[src/rtl/fp32_pkg.sv]
// Shared binary32 definitions for the FP divide path.
// FP_DIV_RNE_EN selects round-to-nearest-even; without it the quotient is truncated.
package fp32_pkg;

  localparam int EXP_W  = 8;
  localparam int FRAC_W = 23;
  localparam int MANT_W = 24;
  localparam int EXPI_W = 10;
  localparam int QBITS  = 26;
  localparam int BIAS   = 127;
  localparam logic [31:0] QNAN = 32'h7FC00000;

  typedef enum logic [2:0] {
    IDLE,
    UNPACK,
    ITER,
    ROUND,
    DONE
  } state_t;

  function automatic logic [31:0] make_inf(input logic sign);
    return {sign, {EXP_W{1'b1}}, {FRAC_W{1'b0}}};
  endfunction

  function automatic logic [31:0] make_zero(input logic sign);
    return {sign, {(EXP_W + FRAC_W){1'b0}}};
  endfunction

  function automatic logic round_inc(input logic lsb, input logic guard, input logic sticky);
`ifdef FP_DIV_RNE_EN
    return guard & (sticky | lsb);
`else
    return 1'b0;
`endif
  endfunction

endpackage

[src/rtl/fp32_classify.sv]
// Splits a binary32 word into fields and classifies it; subnormals count as zero.
module fp32_classify
  import fp32_pkg::*;
(
  input  logic [31:0]       word,
  output logic              sign,
  output logic [EXP_W-1:0]  exp,
  output logic [MANT_W-1:0] mant,
  output logic              is_zero,
  output logic              is_inf,
  output logic              is_nan
);

  logic frac_nz;

  assign sign    = word[31];
  assign exp     = word[30:23];
  assign frac_nz = |word[FRAC_W-1:0];
  assign mant    = {(exp != '0), word[FRAC_W-1:0]};
  assign is_zero = (exp == '0);
  assign is_inf  = (exp == '1) && !frac_nz;
  assign is_nan  = (exp == '1) && frac_nz;

endmodule

[src/rtl/fp32_seq_divider.sv]
// Multi-cycle binary32 divider: restoring radix-2 mantissa loop, 26 quotient bits.
// Define FP_DIV_RNE_EN for round-to-nearest-even; default build truncates.
module fp32_seq_divider
  import fp32_pkg::*;
(
  input  logic        clk,
  input  logic        rst,
  input  logic        in_valid,
  output logic        in_ready,
  input  logic [31:0] a,
  input  logic [31:0] b,
  output logic        out_valid,
  input  logic        out_ready,
  output logic [31:0] result,
  output logic        flag_invalid,
  output logic        flag_divzero,
  output logic        flag_ovf,
  output logic        flag_unf
);

  state_t state_reg, state_next;
  logic [31:0] a_reg, a_next, b_reg, b_next, result_reg, result_next;
  logic sign_reg, sign_next, special_reg, special_next;
  logic signed [EXPI_W-1:0] exp_reg, exp_next;
  logic [MANT_W:0] rem_reg, rem_next;
  logic [MANT_W-1:0] div_reg, div_next;
  logic [QBITS-1:0] q_reg, q_next;
  logic [4:0] cnt_reg, cnt_next;
  logic inv_reg, inv_next, dz_reg, dz_next, ovf_reg, ovf_next, unf_reg, unf_next;

  logic [31:0]       op_word [2];
  logic              op_sign [2];
  logic [EXP_W-1:0]  op_exp  [2];
  logic [MANT_W-1:0] op_mant [2];
  logic              op_zero [2];
  logic              op_inf  [2];
  logic              op_nan  [2];

  assign op_word[0] = a_reg;
  assign op_word[1] = b_reg;

  for (genvar gi = 0; gi < 2; gi++) begin : g_cls
    fp32_classify u_cls (
      .word    (op_word[gi]),
      .sign    (op_sign[gi]),
      .exp     (op_exp[gi]),
      .mant    (op_mant[gi]),
      .is_zero (op_zero[gi]),
      .is_inf  (op_inf[gi]),
      .is_nan  (op_nan[gi])
    );
  end

  // Restoring step: a negative trial keeps the old remainder.
  logic [MANT_W+1:0] trial;
  logic [MANT_W:0]   rem_sel;
  assign trial   = {1'b0, rem_reg} - {2'b00, div_reg};
  assign rem_sel = trial[MANT_W+1] ? rem_reg : trial[MANT_W:0];

  logic [MANT_W-1:0] nrm_mant;
  logic nrm_guard, nrm_sticky;
  logic signed [EXPI_W-1:0] nrm_exp, fin_exp;
  logic [MANT_W:0] rnd_sum;
  logic [FRAC_W-1:0] fin_frac;

  always_comb begin
    if (q_reg[QBITS-1]) begin
      nrm_mant   = q_reg[QBITS-1:2];
      nrm_guard  = q_reg[1];
      nrm_sticky = q_reg[0] | (|rem_reg);
      nrm_exp    = exp_reg;
    end else begin
      nrm_mant   = q_reg[QBITS-2:1];
      nrm_guard  = q_reg[0];
      nrm_sticky = |rem_reg;
      nrm_exp    = exp_reg - 10'sd1;
    end
    rnd_sum = {1'b0, nrm_mant} + {{MANT_W{1'b0}}, round_inc(nrm_mant[0], nrm_guard, nrm_sticky)};
    if (rnd_sum[MANT_W]) begin
      fin_frac = rnd_sum[MANT_W-1:1];
      fin_exp  = nrm_exp + 10'sd1;
    end else begin
      fin_frac = rnd_sum[FRAC_W-1:0];
      fin_exp  = nrm_exp;
    end
  end

  assign in_ready     = (state_reg == IDLE);
  assign out_valid    = (state_reg == DONE);
  assign result       = result_reg;
  assign flag_invalid = inv_reg;
  assign flag_divzero = dz_reg;
  assign flag_ovf     = ovf_reg;
  assign flag_unf     = unf_reg;

  always_comb begin
    state_next   = state_reg;
    a_next       = a_reg;
    b_next       = b_reg;
    result_next  = result_reg;
    sign_next    = sign_reg;
    special_next = special_reg;
    exp_next     = exp_reg;
    rem_next     = rem_reg;
    div_next     = div_reg;
    q_next       = q_reg;
    cnt_next     = cnt_reg;
    inv_next     = inv_reg;
    dz_next      = dz_reg;
    ovf_next     = ovf_reg;
    unf_next     = unf_reg;
    case (state_reg)
      IDLE: if (in_valid) begin
        a_next     = a;
        b_next     = b;
        state_next = UNPACK;
      end
      UNPACK: begin
        sign_next    = op_sign[0] ^ op_sign[1];
        special_next = 1'b1;
        inv_next     = 1'b0;
        dz_next      = 1'b0;
        ovf_next     = 1'b0;
        unf_next     = 1'b0;
        // Specials still pass through ROUND so their latency is a fixed 2 cycles.
        state_next   = ROUND;
        if (op_nan[0] || op_nan[1] || (op_zero[0] && op_zero[1]) || (op_inf[0] && op_inf[1])) begin
          result_next = QNAN;
          inv_next    = 1'b1;
        end else if (op_zero[1] && !op_inf[0]) begin
          result_next = make_inf(op_sign[0] ^ op_sign[1]);
          dz_next     = 1'b1;
        end else if (op_inf[0]) begin
          result_next = make_inf(op_sign[0] ^ op_sign[1]);
        end else if (op_inf[1] || op_zero[0]) begin
          result_next = make_zero(op_sign[0] ^ op_sign[1]);
        end else begin
          special_next = 1'b0;
          exp_next     = $signed({2'b00, op_exp[0]}) - $signed({2'b00, op_exp[1]}) + $signed(10'(BIAS));
          rem_next     = {1'b0, op_mant[0]};
          div_next     = op_mant[1];
          cnt_next     = 5'(QBITS);
          state_next   = ITER;
        end
      end
      ITER: begin
        q_next   = {q_reg[QBITS-2:0], ~trial[MANT_W+1]};
        rem_next = rem_sel << 1;
        cnt_next = cnt_reg - 5'd1;
        if (cnt_reg == 5'd1) state_next = ROUND;
      end
      ROUND: begin
        state_next = DONE;
        if (!special_reg) begin
          inv_next = 1'b0;
          dz_next  = 1'b0;
          ovf_next = 1'b0;
          unf_next = 1'b0;
          if (fin_exp >= 10'sd255) begin
            result_next = make_inf(sign_reg);
            ovf_next    = 1'b1;
          end else if (fin_exp <= 10'sd0) begin
            result_next = make_zero(sign_reg);
            unf_next    = 1'b1;
          end else begin
            result_next = {sign_reg, fin_exp[EXP_W-1:0], fin_frac};
          end
        end
      end
      DONE: if (out_ready) state_next = IDLE;
      default: state_next = IDLE;
    endcase
  end

  always_ff @(posedge clk) begin
    if (rst) begin
      state_reg   <= IDLE;
      a_reg       <= '0;
      b_reg       <= '0;
      result_reg  <= '0;
      sign_reg    <= 1'b0;
      special_reg <= 1'b0;
      exp_reg     <= '0;
      rem_reg     <= '0;
      div_reg     <= '0;
      q_reg       <= '0;
      cnt_reg     <= '0;
      inv_reg     <= 1'b0;
      dz_reg      <= 1'b0;
      ovf_reg     <= 1'b0;
      unf_reg     <= 1'b0;
    end else begin
      state_reg   <= state_next;
      a_reg       <= a_next;
      b_reg       <= b_next;
      result_reg  <= result_next;
      sign_reg    <= sign_next;
      special_reg <= special_next;
      exp_reg     <= exp_next;
      rem_reg     <= rem_next;
      div_reg     <= div_next;
      q_reg       <= q_next;
      cnt_reg     <= cnt_next;
      inv_reg     <= inv_next;
      dz_reg      <= dz_next;
      ovf_reg     <= ovf_next;
      unf_reg     <= unf_next;
    end
  end

endmodule

[config.mk]
export PLATFORM = sky130hd
export DESIGN_NAME = fp32_seq_divider
export DESIGN_NICKNAME = d
export VERILOG_FILES = /design/src/rtl/fp32_pkg.sv /design/src/rtl/fp32_classify.sv /design/src/rtl/fp32_seq_divider.sv
export SDC_FILE = /design/constraint.sdc
export NUM_CORES = 1
export LEC_CHECK = 0
export ABC_AREA = 1
export BUFFER_PORTS_ARGS = -buffer_cell sky130_fd_sc_hd__buf_2
export CAP_MARGIN = 20
export CORE_AREA = 2 2 147 149
export CTS_CLUSTER_SIZE = 20
export DETAILED_ROUTE_END_ITERATION = 16
export DIE_AREA = 0 0 149 151
export GPL_TIMING_DRIVEN = 0
export HOLD_SLACK_MARGIN = 0.15
export PLACE_DENSITY = 0.76
export SKIP_CTS_REPAIR_TIMING = 1
export SLEW_MARGIN = 20
export SYNTH_ARGS = -nofsm -noshare
export SYNTH_HDL_FRONTEND = slang
export SYNTH_SLANG_ARGS = --single-unit
[constraint.sdc]
create_clock -name clk -period 2.2 [get_ports clk]
set_input_delay 0.22 -clock clk [delete_from_list [all_inputs] [get_ports clk]]
set_output_delay 0.22 -clock clk [all_outputs]
set_load 0.05 [all_outputs]
==> metrics.md <==
| Metric | Value |
|---|---|
| Status | complete, but fails checks |
| Failing checks | negative setup slack |
| Antenna cells | 0 |
| Clk root buf | clkbuf_16 |
| Via/cell ratio | 5.460 |
| Kind of critical path | reg2out |
| Crit path max fanout | 10 |
| Sequential-to-total area share from yosys stat | 34.90% |
| VDD IR max | 1057 uV |
| Mapped Area | 11190 sq um |
| Final Cell Area | 14180 sq um |
| Final routed DRC violation total | 0 |
| Synth Register Bits | 195 |
| Pins Over Slew Limit | 0 |
| Worst-skew pair later-pin latency | 0.45 ns |
| Top FF cell, synth | dfxtp_1 |
| Cell Area, Placed | 12050 sq um |
| Worst-Margin Slew | 0.7238 ns |
| HP Class | in2reg |
| Biggest area consumer among synthesized cells | dfxtp_1 |
| Synth unique cells | 42 |
| FP Rows | 53 |
| Final Util | 68.10% |
| Slew HR | 51.75% |
| Combinational cell fraction of total power | 64.6% |
| Post-Syn Instances | 1714 |
| Number of buffers created by CTS | 17 |
| Crit start category | flip-flop |
| Sequential share of power | 21.7% |
| Crit share post-route | 101.5% |
| Vias in the first global route | 10612 |
| Critical Path RT | 1.98 ns |
| Total gr overflow | 0 |
| Maxcap violations | 0 |
| Clock sinks | 195 |
| Synth warn | 0 |
| DRT antenna net count | 0 |
| Final setup viols | 3 |
| Leak | 6.643 nW |
| Endpoints failing hold | 0 |
| Yosys top cell area share | 34.90% |
| Initial DRC count | 884 |
| Initial antenna violation count | 0 |
| Drt pass-1 iters | 6 |
| Routed vias | 12067 |
| Worst Skew | 0.01963 ns |
| Syn_area_per_cell | 6.526 sq um |
| Asr flop ratio synth | 0% |
| Power density cells | 1593 nW/um^2 |
| Setup repair after global routing missed its margin | true |
| Crit. End Element | output pin |
| Commonest cells in the netlist | 451 x nand2_1, 234 x inv_1, 195 x dfxtp_1 |
| CTS H-Tree Depth | 4 |
| Internal power | 11.31 mW |
| IO Pins | 106 |
| Clock transition at path regs | 0.07 ns |
| Die height | 151 um |
| DP Wirelength | 25040 um |
| GRT Resource Usage Total | 29.06% |
| Clock share of power | 13.7% |
| Die area | 22500 sq um |
| NetSw | 11.28 mW |
| Most frequent cell after synthesis | nand2_1 |
| Placed instance count | 2092 |
| Area of the core | 20820 sq um |
| Top post-synthesis cells by area | dfxtp_1 35%, nand2_1 15%, a21oi_1 8.1%, inv_1 7.9%, nand3_1 6.2% |
| First-pass GRT wire length | 51740 um |
| Area delta synth->final | 26.77% |
| Clk buf depth | 2 |
| Largest net degree at the start of global routing | 20 |
| GPL Wtd Cong | 0.9528 |
| Net Sw Frac | 49.94% |
| Final Net Count | 2028 |
| Final cell count without fillers | 2210 |
| Critical Path AT | 2.01 ns |
| CTS tree | yes |
| Max Freq | 447.8 MHz |
| Drt wl/cell | 16.02 um |
| IO Port Bufs | 103 |
| Die width | 149 um |
| Filler cells | 1781 |
| Drt total wl | 35400 um |
| Layout cells sized above 1 | 20.41% |
| EDFF count, synth | 0 |
| Syn nets | 1820 |
| Initial Utilization | 53.72% |
| Min cycle time layout | 2.233 ns |
| Setup ws final | -0.03334 ns |
power by group through the flow:
stage / sequential [mW] / clock, mW / combinational, mW
3_5_place_dp: 4.86 / 0 / 11.6
3_3_place_gp: 4.83 / 0 / 11.4
4_1_cts: 4.78 / 3.07 / 11.7
2_1_floorplan: 5.30 / 0 / 8.47
5_1_grt: 4.99 / 3.22 / 16.0
6_report: 4.90 / 3.09 / 14.6
critical path, cell delays in order, from the launching register on:
cell and delay, ns:
dfxtp_1 0.39, nor3_4 0.39, clkbuf_1 0.43, buf_2 0.36
worst paths after layout:
kind / to / cells past startpoint / slack, ns / from
setup / recovery: in_ready / 3 / -0.03 / state_reg[0]$_SDFFE_PP0P_
hold / removal: a_reg[13]$_SDFFE_PP0P_ / 3 / 0.12 / a[13]
setup reg to reg: exp_reg[7]$_SDFFE_PP0P_ / 12 / -0.02 / b_reg[23]$_SDFFE_PP0P_
hold reg to reg: q_reg[5]$_SDFFE_PP0P_ / 2 / 0.47 / q_reg[4]$_SDFFE_PP0P_
placed cells by master, fill, tap and decap left out, types with 4 or more instances in the layout:
cell type / n
nor2_2: 16
nor2_1: 95
buf_6: 10
nor3_1: 4
ha_4: 24
dlygate4sd3_1: 61
ha_1: 8
or2_2: 4
nand3_1: 131
nand2_2: 28
nand2_4: 9
xor2_1: 12
clkbuf_1: 52
nor2_4: 10
inv_2: 31
o21bai_1: 5
xnor2_2: 4
buf_4: 23
a21oi_1: 176
nand2_1: 426
inv_1: 205
clkbuf_2: 5
dfxtp_1: 172
nand4_1: 42
o21ai_1: 7
inv_8: 5
o21ai_0: 128
ha_2: 4
clkbuf_16: 19
dfxtp_2: 23
buf_2: 111
a21oi_2: 5
nand3_2: 31
kinds of logic after synthesis:
group                    Yosys count  synth area share, %
AO/OA/AOI/OAI                    328                14.97
XOR/XNOR                          21                1.812
adder cells (fa/ha/maj)           38                4.385
buffers and inverters            320                11.42
flip-flops                       195                34.90
AND/OR/NAND/NOR                  812                32.52
layout make-up:
| cell class | instances | area (sq um) | area share [%] |
|---|---|---|---|
| plain buffers | 80 | 424.2 | 2.991 |
| clock buffers | 18 | 429.2 | 3.027 |
| clock inverters | 14 | 138.9 | 0.9794 |
| inverters | 240 | 908.4 | 6.406 |
| multi-input cells | 1199 | 6653 | 46.92 |
| flip-flops and latches | 195 | 3933 | 27.73 |
| well taps | 275 | 344.1 | 2.427 |
| repair buffers | 189 | 1350 | 9.521 |
routing by layer:
metal | vias to the layer above | track usage [%] | wire, um
li1 | 5936 | - | -
met5 | - | 0 | 0
met3 | 84 | 4.036 | 2570
met1 | 5564 | 38.39 | 14790
met2 | 483 | 48.85 | 16900
met4 | 0 | 10.19 | 1143
stage by stage:
stage | setup WS [ns] | power (mW) | TNS, ns | hold WS (ns)
after CTS | -0.3087 | 19.53 | -14.17 | 0.03776
after floorplan | 0.009843 | 13.77 | 0 | 0.3849
after global placement | -0.2282 | 16.25 | -5.689 | 0.4360
final | -0.03334 | 22.59 | -0.06831 | 0.1235
after detailed placement | -0.2706 | 16.47 | -11.21 | 0.4584
after global routing | -0.1302 | 24.17 | -3.033 | 0.1453
(Power assumes the default switching activity.)
